--- config.mk ---
export PLATFORM = sky130hd
export DESIGN_NAME = apb_master_arbiter_flat
export DESIGN_NICKNAME = d
export VERILOG_FILES = /design/src/rtl/apb_master_arbiter_if.sv /design/src/rtl/apb_master_arbiter.sv /design/src/flat_wrapper.sv
export SDC_FILE = /design/constraint.sdc
export NUM_CORES = 1
export LEC_CHECK = 0
export BUFFER_PORTS_ARGS = -buffer_cell sky130_fd_sc_hd__buf_2
export CORE_MARGIN = 3
export CORE_UTILIZATION = 47
export DETAILED_ROUTE_END_ITERATION = 16
export MAX_ROUTING_LAYER = met4
export PLACE_DENSITY_LB_ADDON = 0.1
export RECOVER_POWER = 25
export SLEW_MARGIN = 0
export SYNTH_ARGS = -nofsm -noshare
export SYNTH_HDL_FRONTEND = slang
export SYNTH_SLANG_ARGS = --single-unit
--- constraint.sdc ---
create_clock -name PCLK -period 1.59 [get_ports PCLK]
set_input_delay 0.159 -clock PCLK [delete_from_list [all_inputs] [get_ports PCLK]]
set_output_delay 0.159 -clock PCLK [all_outputs]
set_load 0.1 [all_outputs]
--- src/rtl/apb_master_arbiter_if.sv ---
// Requester handshakes plus APB bus signals for apb_master_arbiter.
// master: the arbiter side; slave: the requesters and the APB target.
interface apb_master_arbiter_if #(
  parameter int DATA_WIDTH = 8,
  parameter int ADDR_WIDTH = 4
);
  logic                  req0_valid;
  logic                  req0_write;
  logic [ADDR_WIDTH-1:0] req0_addr;
  logic [DATA_WIDTH-1:0] req0_wdata;
  logic                  req0_ready;
  logic                  rsp0_valid;
  logic [DATA_WIDTH-1:0] rsp0_rdata;
  logic                  rsp0_err;
  logic                  req1_valid;
  logic                  req1_write;
  logic [ADDR_WIDTH-1:0] req1_addr;
  logic [DATA_WIDTH-1:0] req1_wdata;
  logic                  req1_ready;
  logic                  rsp1_valid;
  logic [DATA_WIDTH-1:0] rsp1_rdata;
  logic                  rsp1_err;
  logic                  PSELx;
  logic                  PENABLE;
  logic [ADDR_WIDTH-1:0] PADDR;
  logic                  PWRITE;
  logic [DATA_WIDTH-1:0] PWDATA;
  logic                  PREADY;
  logic [DATA_WIDTH-1:0] PRDATA;

  modport master (
    input  req0_valid, req0_write, req0_addr, req0_wdata,
           req1_valid, req1_write, req1_addr, req1_wdata,
           PREADY, PRDATA,
    output req0_ready, rsp0_valid, rsp0_rdata, rsp0_err,
           req1_ready, rsp1_valid, rsp1_rdata, rsp1_err,
           PSELx, PENABLE, PADDR, PWRITE, PWDATA
  );

  modport slave (
    output req0_valid, req0_write, req0_addr, req0_wdata,
           req1_valid, req1_write, req1_addr, req1_wdata,
           PREADY, PRDATA,
    input  req0_ready, rsp0_valid, rsp0_rdata, rsp0_err,
           req1_ready, rsp1_valid, rsp1_rdata, rsp1_err,
           PSELx, PENABLE, PADDR, PWRITE, PWDATA
  );
endinterface

--- src/rtl/apb_master_arbiter.sv ---
// Two-requester round-robin APB master sequencing IDLE/SETUP/ACCESS.
// Define APB_TIMEOUT_EN to abort ACCESS after TIMEOUT_CYCLES wait states.
module apb_master_arbiter #(
  parameter int DATA_WIDTH     = 8,
  parameter int ADDR_WIDTH     = 4,
  parameter int TIMEOUT_CYCLES = 16
) (
  input logic                  PCLK,
  input logic                  PRESETn,
  apb_master_arbiter_if.master bus
);
  // state  | meaning
  // IDLE   | bus idle, accepting requests
  // SETUP  | PSELx=1, PENABLE=0, captured request on the bus
  // ACCESS | PSELx=1, PENABLE=1, waiting for PREADY
  typedef enum logic [1:0] {
    ST_IDLE   = 2'd0,
    ST_SETUP  = 2'd1,
    ST_ACCESS = 2'd2
  } state_t;

  state_t                r_state;
  state_t                w_state_nxt;
  logic                  r_last_grant;
  logic                  r_owner;
  logic                  r_write;
  logic [ADDR_WIDTH-1:0] r_addr;
  logic [DATA_WIDTH-1:0] r_wdata;
  logic                  r_psel;
  logic                  r_penable;
  logic                  r_rsp0_valid;
  logic                  r_rsp1_valid;
  logic [DATA_WIDTH-1:0] r_rsp0_rdata;
  logic [DATA_WIDTH-1:0] r_rsp1_rdata;
  logic                  w_window;
  logic                  w_sel0;
  logic                  w_sel1;
  logic                  w_ready0;
  logic                  w_ready1;
  logic                  w_accept;
  logic                  w_done;
  logic                  w_timeout;
  logic                  w_end;

  // On a tie the requester that did not win last time is selected.
  assign w_window = (r_state == ST_IDLE) || ((r_state == ST_ACCESS) && bus.PREADY);
  assign w_sel0   = bus.req0_valid && (!bus.req1_valid || r_last_grant);
  assign w_sel1   = bus.req1_valid && (!bus.req0_valid || !r_last_grant);
  assign w_ready0 = PRESETn && w_window && w_sel0;
  assign w_ready1 = PRESETn && w_window && w_sel1;
  assign w_accept = w_ready0 || w_ready1;
  assign w_done   = (r_state == ST_ACCESS) && bus.PREADY;
  assign w_end    = w_done || w_timeout;

`ifdef APB_TIMEOUT_EN
  localparam int CNT_W = $clog2(TIMEOUT_CYCLES + 1);

  logic [CNT_W-1:0] r_wait_cnt;
  logic             r_rsp0_err;
  logic             r_rsp1_err;

  // PREADY on the terminal cycle still completes normally.
  assign w_timeout = (r_state == ST_ACCESS) && !bus.PREADY &&
                     (r_wait_cnt == CNT_W'(TIMEOUT_CYCLES - 1));

  always_ff @(posedge PCLK) begin
    if (!PRESETn) begin
      r_wait_cnt <= '0;
      r_rsp0_err <= 1'b0;
      r_rsp1_err <= 1'b0;
    end else begin
      if (r_state == ST_SETUP)
        r_wait_cnt <= '0;
      else if ((r_state == ST_ACCESS) && !bus.PREADY)
        r_wait_cnt <= r_wait_cnt + 1'b1;
      if (w_end && !r_owner) r_rsp0_err <= w_timeout;
      if (w_end && r_owner)  r_rsp1_err <= w_timeout;
    end
  end

  assign bus.rsp0_err = r_rsp0_err;
  assign bus.rsp1_err = r_rsp1_err;
`else
  logic w_unused_timeout;
  assign w_unused_timeout = (TIMEOUT_CYCLES > 0);
  assign w_timeout        = 1'b0;
  assign bus.rsp0_err     = 1'b0;
  assign bus.rsp1_err     = 1'b0;
`endif

  always_comb begin
    w_state_nxt = r_state;
    case (r_state)
      ST_IDLE:   if (w_accept) w_state_nxt = ST_SETUP;
      ST_SETUP:  w_state_nxt = ST_ACCESS;
      ST_ACCESS: begin
        if (w_done)         w_state_nxt = w_accept ? ST_SETUP : ST_IDLE;
        else if (w_timeout) w_state_nxt = ST_IDLE;
      end
      default:   w_state_nxt = ST_IDLE;
    endcase
  end

  always_ff @(posedge PCLK) begin
    if (!PRESETn) begin
      r_state      <= ST_IDLE;
      r_last_grant <= 1'b1;
      r_owner      <= 1'b0;
      r_write      <= 1'b0;
      r_addr       <= '0;
      r_wdata      <= '0;
      r_psel       <= 1'b0;
      r_penable    <= 1'b0;
      r_rsp0_valid <= 1'b0;
      r_rsp1_valid <= 1'b0;
      r_rsp0_rdata <= '0;
      r_rsp1_rdata <= '0;
    end else begin
      r_state   <= w_state_nxt;
      r_psel    <= (w_state_nxt != ST_IDLE);
      r_penable <= (w_state_nxt == ST_ACCESS);
      if (w_accept) begin
        r_owner      <= w_ready1;
        r_last_grant <= w_ready1;
        r_write      <= w_ready1 ? bus.req1_write : bus.req0_write;
        r_addr       <= w_ready1 ? bus.req1_addr  : bus.req0_addr;
        r_wdata      <= w_ready1 ? bus.req1_wdata : bus.req0_wdata;
      end
      // r_owner still names the finishing transfer even if a new one is captured now.
      r_rsp0_valid <= w_end && !r_owner;
      r_rsp1_valid <= w_end && r_owner;
      if (w_end && !r_owner) r_rsp0_rdata <= (r_write || w_timeout) ? '0 : bus.PRDATA;
      if (w_end && r_owner)  r_rsp1_rdata <= (r_write || w_timeout) ? '0 : bus.PRDATA;
    end
  end

  assign bus.req0_ready = w_ready0;
  assign bus.req1_ready = w_ready1;
  assign bus.rsp0_valid = r_rsp0_valid;
  assign bus.rsp1_valid = r_rsp1_valid;
  assign bus.rsp0_rdata = r_rsp0_rdata;
  assign bus.rsp1_rdata = r_rsp1_rdata;
  assign bus.PSELx      = r_psel;
  assign bus.PENABLE    = r_penable;
  assign bus.PADDR      = r_addr;
  assign bus.PWRITE     = r_write;
  assign bus.PWDATA     = r_wdata;
endmodule

--- src/flat_wrapper.sv ---
// flat-port wrapper written by rule: the top's interface ports become plain ports
module apb_master_arbiter_flat 
#(
  parameter int DATA_WIDTH     = 8,
  parameter int ADDR_WIDTH     = 4,
  parameter int TIMEOUT_CYCLES = 16
)
  (PCLK, PRESETn, bus_req0_valid, bus_req0_write, bus_req0_addr, bus_req0_wdata, bus_req1_valid, bus_req1_write, bus_req1_addr, bus_req1_wdata, bus_PREADY, bus_PRDATA, bus_req0_ready, bus_rsp0_valid, bus_rsp0_rdata, bus_rsp0_err, bus_req1_ready, bus_rsp1_valid, bus_rsp1_rdata, bus_rsp1_err, bus_PSELx, bus_PENABLE, bus_PADDR, bus_PWRITE, bus_PWDATA);
  apb_master_arbiter_if #(.DATA_WIDTH(DATA_WIDTH), .ADDR_WIDTH(ADDR_WIDTH)) bus_i ();
  input logic PCLK;
  input logic PRESETn;
  input wire logic [$bits(bus_i.req0_valid)-1:0] bus_req0_valid;
  input wire logic [$bits(bus_i.req0_write)-1:0] bus_req0_write;
  input wire logic [$bits(bus_i.req0_addr)-1:0] bus_req0_addr;
  input wire logic [$bits(bus_i.req0_wdata)-1:0] bus_req0_wdata;
  input wire logic [$bits(bus_i.req1_valid)-1:0] bus_req1_valid;
  input wire logic [$bits(bus_i.req1_write)-1:0] bus_req1_write;
  input wire logic [$bits(bus_i.req1_addr)-1:0] bus_req1_addr;
  input wire logic [$bits(bus_i.req1_wdata)-1:0] bus_req1_wdata;
  input wire logic [$bits(bus_i.PREADY)-1:0] bus_PREADY;
  input wire logic [$bits(bus_i.PRDATA)-1:0] bus_PRDATA;
  output wire logic [$bits(bus_i.req0_ready)-1:0] bus_req0_ready;
  output wire logic [$bits(bus_i.rsp0_valid)-1:0] bus_rsp0_valid;
  output wire logic [$bits(bus_i.rsp0_rdata)-1:0] bus_rsp0_rdata;
  output wire logic [$bits(bus_i.rsp0_err)-1:0] bus_rsp0_err;
  output wire logic [$bits(bus_i.req1_ready)-1:0] bus_req1_ready;
  output wire logic [$bits(bus_i.rsp1_valid)-1:0] bus_rsp1_valid;
  output wire logic [$bits(bus_i.rsp1_rdata)-1:0] bus_rsp1_rdata;
  output wire logic [$bits(bus_i.rsp1_err)-1:0] bus_rsp1_err;
  output wire logic [$bits(bus_i.PSELx)-1:0] bus_PSELx;
  output wire logic [$bits(bus_i.PENABLE)-1:0] bus_PENABLE;
  output wire logic [$bits(bus_i.PADDR)-1:0] bus_PADDR;
  output wire logic [$bits(bus_i.PWRITE)-1:0] bus_PWRITE;
  output wire logic [$bits(bus_i.PWDATA)-1:0] bus_PWDATA;
  assign bus_i.req0_valid = bus_req0_valid;
  assign bus_i.req0_write = bus_req0_write;
  assign bus_i.req0_addr = bus_req0_addr;
  assign bus_i.req0_wdata = bus_req0_wdata;
  assign bus_i.req1_valid = bus_req1_valid;
  assign bus_i.req1_write = bus_req1_write;
  assign bus_i.req1_addr = bus_req1_addr;
  assign bus_i.req1_wdata = bus_req1_wdata;
  assign bus_i.PREADY = bus_PREADY;
  assign bus_i.PRDATA = bus_PRDATA;
  assign bus_req0_ready = bus_i.req0_ready;
  assign bus_rsp0_valid = bus_i.rsp0_valid;
  assign bus_rsp0_rdata = bus_i.rsp0_rdata;
  assign bus_rsp0_err = bus_i.rsp0_err;
  assign bus_req1_ready = bus_i.req1_ready;
  assign bus_rsp1_valid = bus_i.rsp1_valid;
  assign bus_rsp1_rdata = bus_i.rsp1_rdata;
  assign bus_rsp1_err = bus_i.rsp1_err;
  assign bus_PSELx = bus_i.PSELx;
  assign bus_PENABLE = bus_i.PENABLE;
  assign bus_PADDR = bus_i.PADDR;
  assign bus_PWRITE = bus_i.PWRITE;
  assign bus_PWDATA = bus_i.PWDATA;
  apb_master_arbiter #(.DATA_WIDTH(DATA_WIDTH), .ADDR_WIDTH(ADDR_WIDTH), .TIMEOUT_CYCLES(TIMEOUT_CYCLES)) u_core (.PCLK(PCLK), .PRESETn(PRESETn), .bus(bus_i));
endmodule
==> flow_summary_export.csv, run 1 <==
group,metric,value,unit
sta,drv_slew,0,
sta,finalHoldViolCount,0,
power_and_ir_drop,p_total,2.35,mW
die,initial_core_util,50.2,%
placement,hpwlAfterDp,3.05,mm
die,die_x,66.6,um
clock_tree,clock_latency,290,ps
sta,final-setup-viol-count,0,
critical_path,cp_slowest_cell,"dfxtp_1",
routing,vias,1631,
synthesis,synth-seq-cells,37,
layout,fin_nets,292,
sta,skew,6.04,ps
die,die_y,66.6,um
hold_path,hp-class,"input port to flop",
outcome,status,"completed",
routing,wirelength,4.44,mm
clock_tree,clk_pin_slew,70,ps
clock_tree,cts_sinks,37,
global_route,grt_pass1_vias,1522,
layout,diodes,0,
power_and_ir_drop,combPwrFrac,30.6,%
critical_path,arrival,1340,ps
sta,clock.fmax,667,MHz
sta,worst_slew_pin_slew,546,ps
critical_path,crit_required,1430,ps
layout,area_growth_syn_to_layout,31.1,%
clock_tree,cts_tree,"yes",
synthesis,ys_seq_area_share,42.9,%
sta,min_period_over_period,94.3,%
sta,rsz0062_at_grt,"no",
global_route,overflow,0,
layout,n_fill_cell,300,
critical_path,cp-start-kind,"flop",
sta,period_minus_slack,1500,ps
power_and_ir_drop,p_int,1.46,mW
die,dieArea,4440,um2
routing,ant_nets,0,
routing,wl_per_cell,14.8,um
placement,globalplace.congestion,0.749,
run,cap_violations,0,
synthesis,synthCells,184,
synthesis,synth_warnings,0,
critical_path,max_stage_delay,360,ps
routing,drcViolationCount,0,
power_and_ir_drop,ir_drop,780,uV
sta,slew_headroom,63.8,%
global_route,grt_pass1_wl,6.99,mm
synthesis,synth_cell_types,35,
critical_path,worstSetupPathType,"flop to output port",
power_and_ir_drop,p_sw_share,37.8,%
layout,final_cell_mix,"59 x buf_2, 36 x dfxtp_1, 16 x nand2_1",
critical_path,crit_chain,"and2b_4 -> nor3_4 -> buf_12",
global_route,antenna_found_initial,0,
clock_tree,cts_buffers,5,
routing,drt_first_iter_violations,166,
synthesis,synthesis.area,1730,um2
clock_tree,cts-root-buf,"clkbuf_8",
synthesis,synth_area_leader_cell,"dfxtp_1",
power_and_ir_drop,leakage,0.946,nW
die,core-area,3440,um2
global_route,grt.total_usage,21.4,%
layout,final_common_cell,"buf_2",
clock_tree,cts.path.max_buffers,2,
die,num_io_pins,76,
power_and_ir_drop,p_per_area,1040,nW/um2
synthesis,synthTopCellsByArea,"dfxtp_1 43%, a311oi_2 7.8%, o31ai_1 5.6%",
routing,via_per_inst,5.44,
die,rows,21,
layout,layout-drive-gt1-share,42.5,%
synthesis,avgSynthCellArea,9.39,um2
critical_path,end_kind,"output port",
global_route,grt_max_degree,32,
layout,fin_util,65.8,%
synthesis,synth_top_area_share,42.9,%
sta,tns,0,ps
clock_tree,h-tree-depth,2,
power_and_ir_drop,power_frac_seq,42.9,%
placement,io_buffers,73,
power_and_ir_drop,clock_power_share,26.4,%
power_and_ir_drop,p_sw,0.890,mW
critical_path,cp_max_fo,14,
routing,first_pass_iters,6,
cells by family after synthesis:
kind of cell / after synthesis / synth area share [%]
AOI/OAI and AO/OA: 54 / 25.9
DFF: 37 / 42.9
muxes: 8 / 4.63
buffers and inverters: 24 / 7.31
other: 1 / 0.217
and+or+nand+nor: 60 / 19.1
Yosys cell counts:
| library cell | n |
|---|---|
| buf_6 | 2 |
| nand4_1 | 13 |
| clkbuf_2 | 1 |
| and2_1 | 1 |
| a31o_1 | 1 |
| a21oi_1 | 10 |
| and2b_1 | 1 |
| nor4bb_1 | 1 |
| a311oi_1 | 4 |
| clkbuf_1 | 5 |
| a31oi_1 | 13 |
| mux2i_1 | 8 |
| dfxtp_1 | 37 |
| buf_4 | 2 |
| nand2b_1 | 3 |
| or2_1 | 1 |
| a211o_1 | 1 |
| o31ai_1 | 13 |
| and3_4 | 1 |
| a311oi_2 | 9 |
| buf_1 | 1 |
| conb_1 | 1 |
| o2111ai_1 | 1 |
| inv_1 | 3 |
| nor3_1 | 1 |
| a21bo_2 | 1 |
| or2_0 | 1 |
| buf_2 | 10 |
| nor2_1 | 9 |
| nand4b_1 | 1 |
| a21boi_2 | 1 |
| or3b_1 | 1 |
| nand2_1 | 16 |
| and4b_1 | 1 |
| nor2b_1 | 9 |
critical path: cells and delay by family (launching register included):
kind / cells / cell delay (ps)
buffers and inverters: 1 / 200
DFF: 1 / 360
and+or+nand+nor: 2 / 490
registers in the layout, indices dropped and copies added (netlist names):
name / cells
u_core.bus.PADDR: 4
u_core.bus.PENABLE: 1
u_core.bus.PSELx: 1
u_core.bus.PWDATA: 8
u_core.bus.PWRITE: 1
u_core.bus.rsp0_rdata: 8
u_core.bus.rsp0_valid: 1
u_core.bus.rsp1_rdata: 8
u_core.bus.rsp1_valid: 1
u_core.r_last_grant: 1
u_core.r_owner: 1
u_core.r_state: 2
repair_timing:
item                       in CTS  in global routing
setup buffers                   0                  2
hold buffers                    0                  0
setup endpoints to repair       1                  2
gates resized for setup         4                  2
pin swaps                       1                  2
metrics by stage:
| step | hold slack [ps] | worst slack, ps | area, um2 | cells |
|---|---|---|---|---|
| floorplan | 281 | -34.9 | 1750 | 185 |
| global placement | 444 | 127 | 2150 | 290 |
| detailed placement | 446 | 124 | 2150 | 290 |
| CTS | 131 | 9.90 | 2240 | 298 |
| global route | 138 | 12.9 | 2270 | 300 |
| finish | 141 | 90.0 | 2270 | 300 |
layout make-up:
type | count | area (um2) | share of cell area, %
multi-input cells | 124 | 912 | 40.3
flip-flops and latches | 37 | 742 | 32.7
repair buffers | 82 | 460 | 20.3
clock buffers | 6 | 72.6 | 3.20
well taps | 46 | 57.6 | 2.54
inverters | 3 | 11.3 | 0.497
clock inverters | 2 | 10.0 | 0.442
path summary, 6_finish.rpt:
path	start	end	slack, ps	depth (start not counted)
setup reg to reg	u_core.r_state[0]	u_core.bus.rsp0_rdata[3]	190	4
hold / removal	bus_req0_wdata[0]	u_core.bus.PWDATA[0]	140	3
hold reg to reg	u_core.bus.rsp1_rdata[5]	u_core.bus.rsp1_rdata[5]	460	2
setup / recovery	u_core.r_state[1]	bus_req1_ready	90	3
metal layers:
layer	vias to the layer above	part of all wire [%]	wire length [um]	global-route usage, %
li1	823	-	-	-
met1	739	46	2060	27.0
met2	64	44	1930	32.1
met3	5	8.7	388	7.25
met4	0	1.2	53	7.36
met5	-	0	0	-
power groups by stage:
stage | Sequential [mW] | Clock (mW) | Combinational, mW
4_1_cts | 1.01 | 0.643 | 0.716
3_5_place_dp | 1.03 | 0 | 0.709
2_1_floorplan | 1.33 | 0 | 0.270
6_report | 1.01 | 0.622 | 0.721
5_1_grt | 1.02 | 0.679 | 0.758
3_3_place_gp | 1.03 | 0 | 0.707
Note: power is estimated with default switching activity, not from simulation.
==> inputs of run 2 (changes only) <==
--- a/config.mk
+++ b/config.mk
@@ -6,8 +6,10 @@
 export NUM_CORES = 1
 export LEC_CHECK = 0
 export BUFFER_PORTS_ARGS = -buffer_cell sky130_fd_sc_hd__buf_2
+export CELL_PAD_IN_SITES_DETAIL_PLACEMENT = 1
+export CELL_PAD_IN_SITES_GLOBAL_PLACEMENT = 1
 export CORE_MARGIN = 3
-export CORE_UTILIZATION = 47
+export CORE_UTILIZATION = 34
 export DETAILED_ROUTE_END_ITERATION = 16
 export MAX_ROUTING_LAYER = met4
 export PLACE_DENSITY_LB_ADDON = 0.1
==> flow_summary_export.csv, run 2 (synthesis results as in run 1) <==
group,metric,value,unit
sta,slew_headroom,63.9,%
critical_path,worstSetupPathType,"flop to output port",
clock_tree,clk_pin_slew,70,ps
layout,final_cell_mix,"61 x buf_2, 35 x dfxtp_1, 16 x nand2_1",
sta,min_period_over_period,95.6,%
sta,worst_slew_pin_slew,544,ps
layout,layout-drive-gt1-share,43.6,%
clock_tree,cts.path.max_buffers,2,
routing,vias,1691,
routing,drt_first_iter_violations,56,
routing,via_per_inst,5.19,
clock_tree,cts-root-buf,"clkbuf_8",
routing,drcViolationCount,0,
global_route,grt_pass1_vias,1632,
critical_path,cp_num_buf_inv,1,
die,dieArea,5970,um2
routing,first_pass_iters,4,
routing,wirelength,5.07,mm
sta,finalWorstSetupSlack,70.0,ps
layout,fin_util,48.8,%
die,die_y,77.3,um
critical_path,cp_slowest_cell,"dfxtp_2",
placement,io_buffers,73,
sta,skew,3.24,ps
clock_tree,cts_tree,"yes",
power_and_ir_drop,ir_drop,544,uV
layout,area_growth_syn_to_layout,36.1,%
sta,drv_slew,0,
sta,rsz0062_at_grt,"no",
critical_path,cp_max_fo,9,
critical_path,arrival,1360,ps
clock_tree,postCtsHoldBufs,0,
clock_tree,cts_buffers,5,
global_route,grt.total_usage,17.6,%
critical_path,crit_chain,"a21bo_4 -> nor3_4 -> buf_12",
die,core-area,4820,um2
sta,final-setup-viol-count,0,
run,cap_violations,0,
die,die_x,77.3,um
layout,diodes,0,
critical_path,crit_family,"flip-flops",
layout,final_common_cell,"buf_2",
clock_tree,clock_latency,290,ps
power_and_ir_drop,p_per_area,1090,nW/um2
global_route,grt_max_degree,24,
layout,fin_nets,297,
clock_tree,cts_sinks,37,
clock_tree,h-tree-depth,2,
critical_path,end_kind,"output port",
sta,finalHoldViolCount,0,
hold_path,hp-class,"input port to flop",
global_route,grt_pass1_wl,8.20,mm
sta,period_minus_slack,1520,ps
placement,pre_cts_slack,159,ps
placement,hpwlAfterDp,3.58,mm
layout,n_fill_cell,592,
critical_path,crit_required,1430,ps
sta,clock.fmax,658,MHz
placement,globalplace.congestion,0.779,
critical_path,cp-start-kind,"flop",
power_and_ir_drop,leakage,0.980,nW
routing,ant_nets,0,
die,initial_core_util,35.9,%
die,num_io_pins,76,
routing,wl_per_cell,15.6,um
critical_path,max_stage_delay,350,ps
global_route,antenna_found_initial,0,
outcome,status,"completed",
die,rows,25,
global_route,overflow,0,
==> run 2: power by group <==
part | switching [mW] | internal (mW) | total [mW]
Clock | 0.342 | 0.471 | 0.813
Sequential | 0.0320 | 0.977 | 1.01
Combinational | 0.548 | 0.191 | 0.738
==> run 2: final timing paths <==
check                                         startpoint                        to  slack, ps  depth (start not counted)
worst min-delay path                   bus_req1_wdata[0]      u_core.bus.PWDATA[0]        150                          3
worst max register to register         u_core.r_state[1]  u_core.bus.rsp0_rdata[5]        200                          4
worst min register to register  u_core.bus.rsp1_rdata[1]  u_core.bus.rsp1_rdata[1]        460                          2
worst max-delay path                 u_core.r_last_grant            bus_req1_ready         70                          3
==> run 2: stage by stage <==
| stage | cell area, um2 | cells | power (mW) | hold slack [ps] | setup TNS (ps) |
|---|---|---|---|---|---|
| finish | 2350 | 326 | 2.56 | 150 | 0 |
| global route | 2350 | 326 | 2.69 | 159 | 0 |
| CTS | 2330 | 324 | 2.59 | 141 | 0 |
| detailed placement | 2210 | 315 | 1.76 | 447 | 0 |
| global placement | 2210 | 315 | 1.75 | 442 | 0 |
| floorplan | 1750 | 185 | 1.60 | 281 | -68.9 |
==> run 2: layout make-up <==
type | instances | area (um2) | share of cell area (%)
Sequential cell | 37 | 743 | 31.6
Tap cell | 67 | 83.8 | 3.56
Multi-Input combinational cell | 124 | 901 | 38.3
Inverter | 3 | 11.3 | 0.479
Clock inverter | 2 | 38.8 | 1.65
Timing Repair Buffer | 87 | 502 | 21.3
Clock buffer | 6 | 72.6 | 3.09
==> run 2: worst register-to-register path, cell delays in order (launching register included) <==
cell,delay (ps)
dfxtp_1,410
nor4bb_2,240
clkbuf_2,340
mux2i_1,240
nor2_1,50
==> run 2: metal layers <==
| layer | routed length, um | vias to the layer above | global-route usage [%] |
|---|---|---|---|
| li1 | - | 836 | - |
| met1 | 2490 | 808 | 23.9 |
| met2 | 2340 | 43 | 26.3 |
| met3 | 208 | 4 | 4.46 |
| met4 | 36 | 0 | 4.27 |
| met5 | 0 | - | - |
==> run 2: repair_timing <==
action / 4_1_cts / 5_1_grt
endpoints found under the setup margin: 2 / 2
buffers inserted: 1 / 2
resized for setup: 4 / 2
pin swaps: 1 / 2
